`src/rtl/mult_io_pkg.sv`:
```
// Shared constants for the multiplier I/O front end.
//   DATA_W           : operand / switch width
//   DEBOUNCE_DEFAULT : debounce length for hardware (10 ms at 50 MHz)
//   SIM_DEBOUNCE     : short debounce length for simulation
package mult_io_pkg;

   localparam int unsigned DATA_W           = 8;
   localparam int unsigned DEBOUNCE_DEFAULT = 500000;
   localparam int unsigned SIM_DEBOUNCE     = 4;

endpackage

```
`src/rtl/debounce_bit.sv`:
```
// Conditions one active-low push-button.
// The raw input is synchronized, then debounced, and a pulse marks each accepted press.
//   clk   : system clock
//   rst   : asynchronous active-high reset
//   btn_n : raw button input, active-low, asynchronous to clk
//   lvl   : debounced pressed level (1 = pressed)
//   pulse : one-cycle pulse in the first cycle lvl reads 1 after a press is accepted
module debounce_bit
   import mult_io_pkg::*;
#(
   parameter int unsigned DEBOUNCE_CYCLES = 4
) (
   input  logic clk,
   input  logic rst,
   input  logic btn_n,
   output logic lvl,
   output logic pulse
);

   localparam int unsigned CNT_W = (DEBOUNCE_CYCLES > 1) ? $clog2(DEBOUNCE_CYCLES) : 1;
   localparam logic [CNT_W-1:0] CNT_MAX = CNT_W'(DEBOUNCE_CYCLES - 1);

   logic             sync1_q, sync1_d;
   logic             sync2_q, sync2_d;
   logic             lvl_q, lvl_d;
   logic             pulse_q, pulse_d;
   logic [CNT_W-1:0] cnt_q, cnt_d;
   logic             pressed;

   // Sync chain, disagreement counter and level/pulse update
   always_comb begin
      sync1_d = btn_n;
      sync2_d = sync1_q;
      pressed = ~sync2_q;
      lvl_d   = lvl_q;
      pulse_d = 1'b0;
      cnt_d   = '0;
      if (pressed != lvl_q) begin
         if (cnt_q == CNT_MAX) begin
            lvl_d   = ~lvl_q;
            // Only the 0->1 toggle produces a pulse
            pulse_d = ~lvl_q;
         end else begin
            cnt_d = cnt_q + CNT_W'(1);
         end
      end
   end

   // Chain resets to released (1); debounce state resets to 0
   always_ff @(posedge clk or posedge rst) begin
      if (rst) begin
         sync1_q <= 1'b1;
         sync2_q <= 1'b1;
         lvl_q   <= 1'b0;
         pulse_q <= 1'b0;
         cnt_q   <= '0;
      end else begin
         sync1_q <= sync1_d;
         sync2_q <= sync2_d;
         lvl_q   <= lvl_d;
         pulse_q <= pulse_d;
         cnt_q   <= cnt_d;
      end
   end

   assign lvl   = lvl_q;
   assign pulse = pulse_q;

endmodule

```
`src/rtl/mult_input_conditioner.sv`:
```
// Front-end conditioning for the add-shift multiplier control unit.
// Debounces both command buttons and synchronizes the operand switches.
// It also issues a Busy-gated Execute request and snapshots the switches for register B.
//   Clk, Reset         : clock, asynchronous active-high reset
//   ClearA_LoadB_n     : raw button, active-low
//   Execute_n          : raw button, active-low
//   Switches           : raw operand switches
//   Busy               : control unit is running a multiply
//   ClearA_LoadB_Lvl   : debounced pressed level
//   ClearA_LoadB_Pulse : one-cycle pulse on accepted press
//   Execute_Lvl        : debounced pressed level
//   Execute_Req        : one-cycle start request
//   Sw_S               : synchronized switches
//   Sw_Snap            : Sw_S captured on ClearA_LoadB_Pulse
module mult_input_conditioner
   import mult_io_pkg::*;
#(
   parameter int unsigned DEBOUNCE_CYCLES = DEBOUNCE_DEFAULT,
   parameter int unsigned DATA_W          = mult_io_pkg::DATA_W
) (
   input  logic              Clk,
   input  logic              Reset,
   input  logic              ClearA_LoadB_n,
   input  logic              Execute_n,
   input  logic [DATA_W-1:0] Switches,
   input  logic              Busy,
   output logic              ClearA_LoadB_Lvl,
   output logic              ClearA_LoadB_Pulse,
   output logic              Execute_Lvl,
   output logic              Execute_Req,
   output logic [DATA_W-1:0] Sw_S,
   output logic [DATA_W-1:0] Sw_Snap
);

   logic              clr_lvl, clr_pulse;
   logic              exe_lvl, exe_pulse;
   logic [DATA_W-1:0] sw_s1_q, sw_s1_d;
   logic [DATA_W-1:0] sw_s2_q, sw_s2_d;
   logic [DATA_W-1:0] snap_q, snap_d;
   logic              pending_q, pending_d;
   logic              req_q, req_d;

   debounce_bit #(.DEBOUNCE_CYCLES(DEBOUNCE_CYCLES)) u_clr_db (
      .clk   (Clk),
      .rst   (Reset),
      .btn_n (ClearA_LoadB_n),
      .lvl   (clr_lvl),
      .pulse (clr_pulse)
   );

   debounce_bit #(.DEBOUNCE_CYCLES(DEBOUNCE_CYCLES)) u_exe_db (
      .clk   (Clk),
      .rst   (Reset),
      .btn_n (Execute_n),
      .lvl   (exe_lvl),
      .pulse (exe_pulse)
   );

   // Switch sync, snapshot and Execute pending/request
   always_comb begin
      sw_s1_d   = Switches;
      sw_s2_d   = sw_s1_q;
      snap_d    = snap_q;
      pending_d = pending_q;
      req_d     = 1'b0;
      if (clr_pulse) begin
         // ClearA_LoadB cancels any pending or simultaneous Execute
         snap_d    = sw_s2_q;
         pending_d = 1'b0;
      end else if ((pending_q || exe_pulse) && !Busy) begin
         // A fresh pulse with Busy low issues in the same edge that would set pending
         req_d     = 1'b1;
         pending_d = 1'b0;
      end else begin
         pending_d = pending_q | exe_pulse;
      end
   end

   always_ff @(posedge Clk or posedge Reset) begin
      if (Reset) begin
         sw_s1_q   <= '0;
         sw_s2_q   <= '0;
         snap_q    <= '0;
         pending_q <= 1'b0;
         req_q     <= 1'b0;
      end else begin
         sw_s1_q   <= sw_s1_d;
         sw_s2_q   <= sw_s2_d;
         snap_q    <= snap_d;
         pending_q <= pending_d;
         req_q     <= req_d;
      end
   end

   assign ClearA_LoadB_Lvl   = clr_lvl;
   assign ClearA_LoadB_Pulse = clr_pulse;
   assign Execute_Lvl        = exe_lvl;
   assign Execute_Req        = req_q;
   assign Sw_S               = sw_s2_q;
   assign Sw_Snap            = snap_q;

endmodule

```
`config.mk`:
```
export PLATFORM = sky130hd
export DESIGN_NAME = mult_input_conditioner
export DESIGN_NICKNAME = d
export VERILOG_FILES = /design/src/rtl/mult_io_pkg.sv /design/src/rtl/debounce_bit.sv /design/src/rtl/mult_input_conditioner.sv
export SDC_FILE = /design/constraint.sdc
export NUM_CORES = 1
export LEC_CHECK = 0
export BUFFER_PORTS_ARGS = -buffer_cell sky130_fd_sc_hd__buf_4
export CORE_MARGIN = 3
export CORE_UTILIZATION = 62
export CTS_CLUSTER_SIZE = 25
export DETAILED_ROUTE_END_ITERATION = 16
export PLACE_DENSITY = 0.88
export SLEW_MARGIN = 20
export SYNTH_ARGS = -nofsm -noshare
export SYNTH_HDL_FRONTEND = slang
export SYNTH_HIERARCHICAL = 1
export SYNTH_SLANG_ARGS = --single-unit
```
`constraint.sdc`:
```
create_clock -name Clk -period 2.65 [get_ports Clk]
set_input_delay 0.3975 -clock Clk [delete_from_list [all_inputs] [get_ports Clk]]
set_output_delay 0.3975 -clock Clk [all_outputs]
set_load 0.05 [all_outputs]
```
==> results.py, run 1 <==
metrics = {
    "status": {
        "outcome": "complete, no violations",
    },
    "drt": {
        "vias": 2151,
        "drc": 0,
        "via_per_inst": 5.861,
        "wl_per_cell_um": 17.64,
        "drtAntennaViolNets": 0,
        "dr.pass1.iters": 8,
        "drt-initial-drc-count": 160,
        "drt-total-wl_um": 6475,
    },
    "worst_setup_path": {
        "ff2ff_path_depth": 4,
        "r2r_slack_ns": 0.55,
        "crit_path_end_kind": "flop",
        "path_class": "flop to flop",
        "crit_fanout": 15,
        "crit_required_ns": 2.86,
        "critPathMaxStageDelay_ns": 0.57,
        "path_cells": "nor4bb_1 > nand4_1 > o21ai_2 > nor2_1",
        "cp_data_arrival_time_ns": 2.31,
        "cp-start-kind": "flop",
        "rr_startpoint": "u_exe_db/cnt_q[11]$_DFF_PP0_",
        "r2r_end": "u_exe_db/cnt_q[13]$_DFF_PP0_",
        "slowest_stage": "o21ai_2",
    },
    "power": {
        "p_per_area_nw_per_um2": 618.9,
        "power.leakage_nw": 1.594,
        "irDropWorstVdd_uv": 462.4,
    },
    "clocking": {
        "cts-root-buf": "clkbuf_8",
        "clockBufferDepth": 2,
        "htreeDepth": 3,
        "numCtsBuffers": 9,
        "clk_pin_slew_ns": 0.08,
        "worstSkewPairLatency_ns": 0.35,
        "cts_tree": "built",
        "post-cts-setup-buffers": 0,
        "clock-sinks": 72,
        "cts-resized-gates": 0,
        "cts_hold_buf": 0,
    },
    "timing": {
        "maxSlewHeadroom": 0.3680,
        "slew_viol_final": 0,
        "setup_viol": 0,
        "max_freq_mhz": 475.1,
        "clock_skew_ns": 0.01466,
        "setup-tns-final_ns": 0,
        "hold_viol": 0,
        "worstMarginPinSlew_ns": 0.9421,
        "min_period_ns": 2.105,
        "rsz0062_at_grt": "false",
        "final.period_utilization": 0.7942,
    },
    "logic_synthesis": {
        "synth-edff-count": 0,
        "async_flop_share": 1.000,
        "yosysUniqueCellTypes": 30,
        "syn_nets": 270,
        "yosysTopAreaCellShare": 0.5531,
        "synth_commonest_cells": "68 x dfrtp_1, 43 x nor2_1, 28 x xnor2_1",
        "synth_flop_cell": "dfrtp_1",
        "yosysSeqAreaShare": 0.5872,
        "synth_area_leaders": "dfrtp_1 55%, xnor2_1 8.0%, nor2_1 5.2%",
        "synth_top_area_cell": "dfrtp_1",
        "ys_seq_elements": 72,
        "synth_area_per_cell_um2": 12.07,
        "netlist_area_um2": 3077,
        "synth.most_common_cell": "dfrtp_1",
        "syn_inst": 255,
        "ys_warn_count": 6,
    },
    "cells_and_area": {
        "fillers": 281,
        "utilization": 0.7576,
        "diodes": 0,
        "fin_nets": 310,
        "multi_input_area_um2": 1217,
        "drive_gt1_frac": 0.2467,
        "final-seq-area_um2": 1807,
        "area_delta_synth_final_pct": 17.08,
    },
    "floorplan": {
        "initial_core_util": 0.6471,
        "core-area_um2": 4755,
        "die_w_um": 76.45,
        "ios": 33,
        "die_h_um": 76.45,
        "die_area_um2": 5844,
        "placementRows": 25,
    },
    "global_route": {
        "track_usage": 0.2432,
        "grt_overflow_total": 0,
        "grt_pass1_vias": 2198,
        "grt_pass1_wl_um": 10760,
        "grt_max_degree": 27,
        "antenna_found_initial": 0,
    },
    "placed_design": {
        "port-buffer-count": 32,
        "gp_congestion": 0.8398,
        "dp_hpwl_um": 4145,
    },
    "worst_hold_path": {
        "hold_end": "sw_s1_q[3]$_DFF_PP0_",
        "hold_start": "Switches[3]",
        "hold_class": "input port to flop",
        "hold_depth": 1,
    },
    "job": {
        "maxCapViolations": 0,
    },
}
how the worst max path moves through the flow:
stage                                             from                            to  slack [ns]
after detailed placement  u_exe_db/cnt_q[11]$_DFF_PP0_  u_exe_db/cnt_q[14]$_DFF_PP0_        0.73
after global placement     u_clr_db/cnt_q[9]$_DFF_PP0_   u_clr_db/cnt_q[8]$_DFF_PP0_        0.82
after floorplan            u_clr_db/cnt_q[9]$_DFF_PP0_  u_clr_db/cnt_q[10]$_DFF_PP0_        1.09
final                     u_exe_db/cnt_q[11]$_DFF_PP0_  u_exe_db/cnt_q[13]$_DFF_PP0_        0.55
after CTS                 u_exe_db/cnt_q[11]$_DFF_PP0_  u_exe_db/cnt_q[14]$_DFF_PP0_        0.56
after global routing      u_exe_db/cnt_q[11]$_DFF_PP0_   u_exe_db/cnt_q[0]$_DFF_PP0_        0.47
power by group:
group	switching, mW	internal (mW)	leakage (nW)
clock	0.430	0.561	0.113
combinational	0.0669	0.0297	0.530
sequential	0.0193	1.12	0.950
cell families (layout without fill, tap and decap cells):
| group | Yosys count | in the layout | synth area share |
|---|---|---|---|
| DFF | 72 | 72 | 0.5872 |
| xor gates and xnor gates | 34 | 34 | 0.09679 |
| and+or+nand+nor | 115 | 115 | 0.2200 |
| buffers and inverters | 10 | 55 | 0.01708 |
| AOI/OAI and AO/OA | 10 | 10 | 0.01871 |
| adders and majority gates | 2 | 2 | 0.008132 |
| muxes | 12 | 12 | 0.05206 |
cell type report:
type,instances,share of cell area
clock buffers,10,0.03821
inverters,7,0.007294
multi-input cells,173,0.3380
flip-flops and latches,72,0.5016
clock inverters,6,0.02501
well taps,67,0.02327
repair buffers,32,0.06669
state kept, by name, summed over array words and instances (netlist names):
name	cells
u_clr_db/cnt_q	19
u_exe_db/cnt_q	19
Sw_S	8
Sw_Snap	8
sw_s1_q	8
Execute_Req	1
pending_q	1
u_clr_db/lvl	1
u_clr_db/pulse	1
u_clr_db/sync1_q	1
u_clr_db/sync2_q	1
u_exe_db/lvl	1
u_exe_db/pulse	1
u_exe_db/sync1_q	1
u_exe_db/sync2_q	1
critical path: cells and delay by family, from the launching register on:
family	cells	cell delay (ns)
DFF	1	0.44
and+or+nand+nor	3	0.96
AOI/OAI and AO/OA	1	0.57
cells in the final DEF, fill, tap and decap left out, types with 2 or more instances in the layout:
| cell | instances |
|---|---|
| dfrtp_1 | 68 |
| nor2_1 | 43 |
| buf_4 | 32 |
| xnor2_1 | 28 |
| nand3_1 | 14 |
| nor3_1 | 11 |
| clkbuf_8 | 10 |
| nor4_1 | 10 |
| mux2_4 | 8 |
| nand2_1 | 8 |
| xor2_1 | 6 |
| nand4_1 | 6 |
| inv_1 | 6 |
| o21ai_0 | 6 |
| and3_1 | 4 |
| mux2i_1 | 4 |
| dfstp_2 | 4 |
| inv_6 | 2 |
| bufinv_16 | 2 |
| or4_1 | 2 |
| and4bb_2 | 2 |
| nor4bb_1 | 2 |
| and3_2 | 2 |
| nand4_2 | 2 |
| nand4_4 | 2 |
| nor4_4 | 2 |
| a21oi_1 | 2 |
| nor4_2 | 2 |
| o21ai_2 | 2 |
| nand4b_1 | 2 |
| ha_1 | 2 |
metal layers:
layer,wire length (um),vias up,track usage
met3,311,29,0.05319
met4,265,0,0.1576
met1,2538,1048,0.2903
met5,0,-,0
met2,3360,106,0.3981
li1,-,968,-
per-stage QoR:
step	std cells	instance area [um2]	hold WS (ns)	setup slack (ns)	power, mW
5_1_grt	367	3602	0.1200	0.4690	2.309
3_5_place_dp	351	3374	0.3347	0.7300	1.258
4_1_cts	367	3602	0.1289	0.5630	2.247
2_1_floorplan	255	3077	0.3312	1.088	1.219
6_report	367	3602	0.1478	0.5453	2.229
3_3_place_gp	351	3374	0.3322	0.8187	1.251
(Power assumes the default switching activity.)
==> inputs of run 2 (changes only) <==
- CORE_UTILIZATION: 62 -> 58
- PLACE_DENSITY: 0.88 -> 0.83
- clock period: 2.65 -> 2 ns (I/O delays scaled with it)
==> run 2 against run 1 <==
Fmax rose by 22%; wire length fell by 4.5%; hold slack lost 0.15 ns; via count down 0.37%; sequential power up 32%; sequential share of layout area fell by 0.82 points; clock skew fell by 0.0062 ns; first-iteration DRC count down 21%; highest routed layer unchanged.
==> results.py, run 2 (synthesis gave the netlist of run 1 again) <==
metrics = {
    "cells_and_area": {
        "reg_top3": "u_clr_db/cnt_q x19, u_exe_db/cnt_q x19",
        "layout_commonest_cell": "dfrtp_1",
        "drive_gt1_frac": 0.2662,
        "diodes": 0,
        "area_delta_synth_final_pct": 19.03,
        "fillers": 320,
        "fin_nets": 318,
        "layout_common_cells": "68 x dfrtp_1, 43 x nor2_1, 40 x buf_4",
    },
    "power": {
        "irDropWorstVdd_uv": 691.6,
        "power.leakage_nw": 1.636,
        "p_per_area_nw_per_um2": 800.1,
    },
    "worst_hold_path": {
        "hold_class": "input port to asynchronous set/reset pin",
    },
    "timing": {
        "setup_viol": 0,
        "final.period_utilization": 0.8647,
        "max_freq_mhz": 578.2,
        "clock_skew_ns": 0.008429,
        "hold_ws_ns": 0.0007139,
        "rsz0062_at_grt": "false",
        "worstMarginPinSlew_ns": 0.4839,
        "slew_viol_final": 0,
        "min_period_ns": 1.729,
        "hold_viol": 0,
        "finalWorstSetupSlack_ns": 0.2706,
        "setup-tns-final_ns": 0,
        "maxSlewHeadroom": 0.6744,
    },
    "placed_design": {
        "place_ws_ns": 0.3567,
        "port-buffer-count": 32,
        "dp_hpwl_um": 4155,
        "gp_congestion": 0.9104,
    },
    "global_route": {
        "grt_pass1_wl_um": 10270,
        "grt_overflow_total": 0,
        "grt_max_degree": 27,
        "track_usage": 0.2185,
        "antenna_found_initial": 0,
        "grt_pass1_vias": 2233,
    },
    "worst_setup_path": {
        "crit_path_end_kind": "flop",
        "crit_fanout": 4,
        "cp-start-kind": "flop",
        "ff2ff_path_depth": 3,
        "path_class": "flop to flop",
        "cp_data_arrival_time_ns": 1.97,
        "r2r_slack_ns": 0.27,
        "r2r_end": "u_clr_db/cnt_q[1]$_DFF_PP0_",
        "rr_startpoint": "u_clr_db/cnt_q[9]$_DFF_PP0_",
        "crit_required_ns": 2.24,
    },
    "clocking": {
        "cts-root-buf": "clkbuf_8",
        "htreeDepth": 3,
        "clock-sinks": 72,
        "cts-resized-gates": 0,
        "post-cts-setup-buffers": 0,
        "cts_hold_buf": 0,
        "cts_tree": "built",
        "numCtsBuffers": 9,
        "worstSkewPairLatency_ns": 0.35,
        "clk_pin_slew_ns": 0.08,
        "clockBufferDepth": 2,
    },
    "drt": {
        "drt-total-wl_um": 6182,
        "wl_per_cell_um": 16.49,
        "drtAntennaViolNets": 0,
        "dr.pass1.iters": 5,
        "via_per_inst": 5.715,
        "drc": 0,
        "vias": 2143,
        "drt-initial-drc-count": 127,
    },
    "job": {
        "maxCapViolations": 0,
    },
    "floorplan": {
        "die_w_um": 78.84,
        "die_area_um2": 6215,
        "initial_core_util": 0.6265,
        "core-area_um2": 4911,
        "ios": 33,
        "placementRows": 25,
        "die_h_um": 78.84,
    },
    "status": {
        "outcome": "complete, no violations",
    },
}
==> run 2: changes by cell type in the layout (fill, tap and decap cells not counted), sizes merged <==
cell,previous run,this run
buf,32,40
==> run 2: through the flow <==
step / area, um2 / cells / power, mW / utilization
6_report: 3662 / 375 / 2.930 / 0.7457
5_1_grt: 3662 / 375 / 3.037 / 0.7457
4_1_cts: 3662 / 375 / 2.963 / 0.7457
3_5_place_dp: 3435 / 359 / 1.678 / 0.6994
3_3_place_gp: 3435 / 359 / 1.671 / 0.6994
2_1_floorplan: 3077 / 255 / 1.615 / -
==> run 2: how the worst max path moves through the flow <==
| stage | depth (start not counted) | from | endpoint |
|---|---|---|---|
| 6_report | 3 | u_clr_db/cnt_q[9]$_DFF_PP0_ | u_clr_db/cnt_q[1]$_DFF_PP0_ |
| 5_1_grt | 5 | u_clr_db/cnt_q[0]$_DFF_PP0_ | u_clr_db/cnt_q[18]$_DFF_PP0_ |
| 4_1_cts | 3 | u_clr_db/cnt_q[9]$_DFF_PP0_ | u_clr_db/cnt_q[1]$_DFF_PP0_ |
| 3_5_place_dp | 5 | u_clr_db/cnt_q[0]$_DFF_PP0_ | u_clr_db/cnt_q[18]$_DFF_PP0_ |
| 3_3_place_gp | 5 | u_exe_db/cnt_q[11]$_DFF_PP0_ | u_exe_db/cnt_q[6]$_DFF_PP0_ |
| 2_1_floorplan | 4 | u_clr_db/cnt_q[9]$_DFF_PP0_ | u_clr_db/cnt_q[10]$_DFF_PP0_ |
==> run 2: final cells by class <==
cell class / instances / area (um2) / share of cell area
Clock buffer: 10 / 137.6 / 0.03758
Clock inverter: 6 / 90.09 / 0.02460
Inverter: 7 / 26.28 / 0.007175
Multi-Input combinational cell: 173 / 1217 / 0.3324
Sequential cell: 72 / 1807 / 0.4933
Tap cell: 67 / 83.83 / 0.02289
Timing Repair Buffer: 40 / 300.3 / 0.08200
==> run 2: worst max-delay path: stages, from the launching register on <==
cell      delay (ns)
dfrtp_1         0.42
or4_1           0.65
nand4b_1        0.31
and3_1          0.25
==> run 2: per-layer routing <==
layer  track usage  up-vias  part of all wire
met3       0.07370       23             0.048
met2        0.3854       83              0.52
li1              -      989                 -
met5             0        -                 0
met4       0.09278        0             0.032
met1        0.2399     1048              0.39
==> run 2: where the power goes <==
part	switching (mW)	total (mW)	internal, mW	leakage (nW)
Combinational	0.0876	0.135	0.0475	0.573
Sequential	0.0248	1.51	1.49	0.950
Clock	0.542	1.28	0.740	0.113
Total	0.654	2.93	2.28	1.64
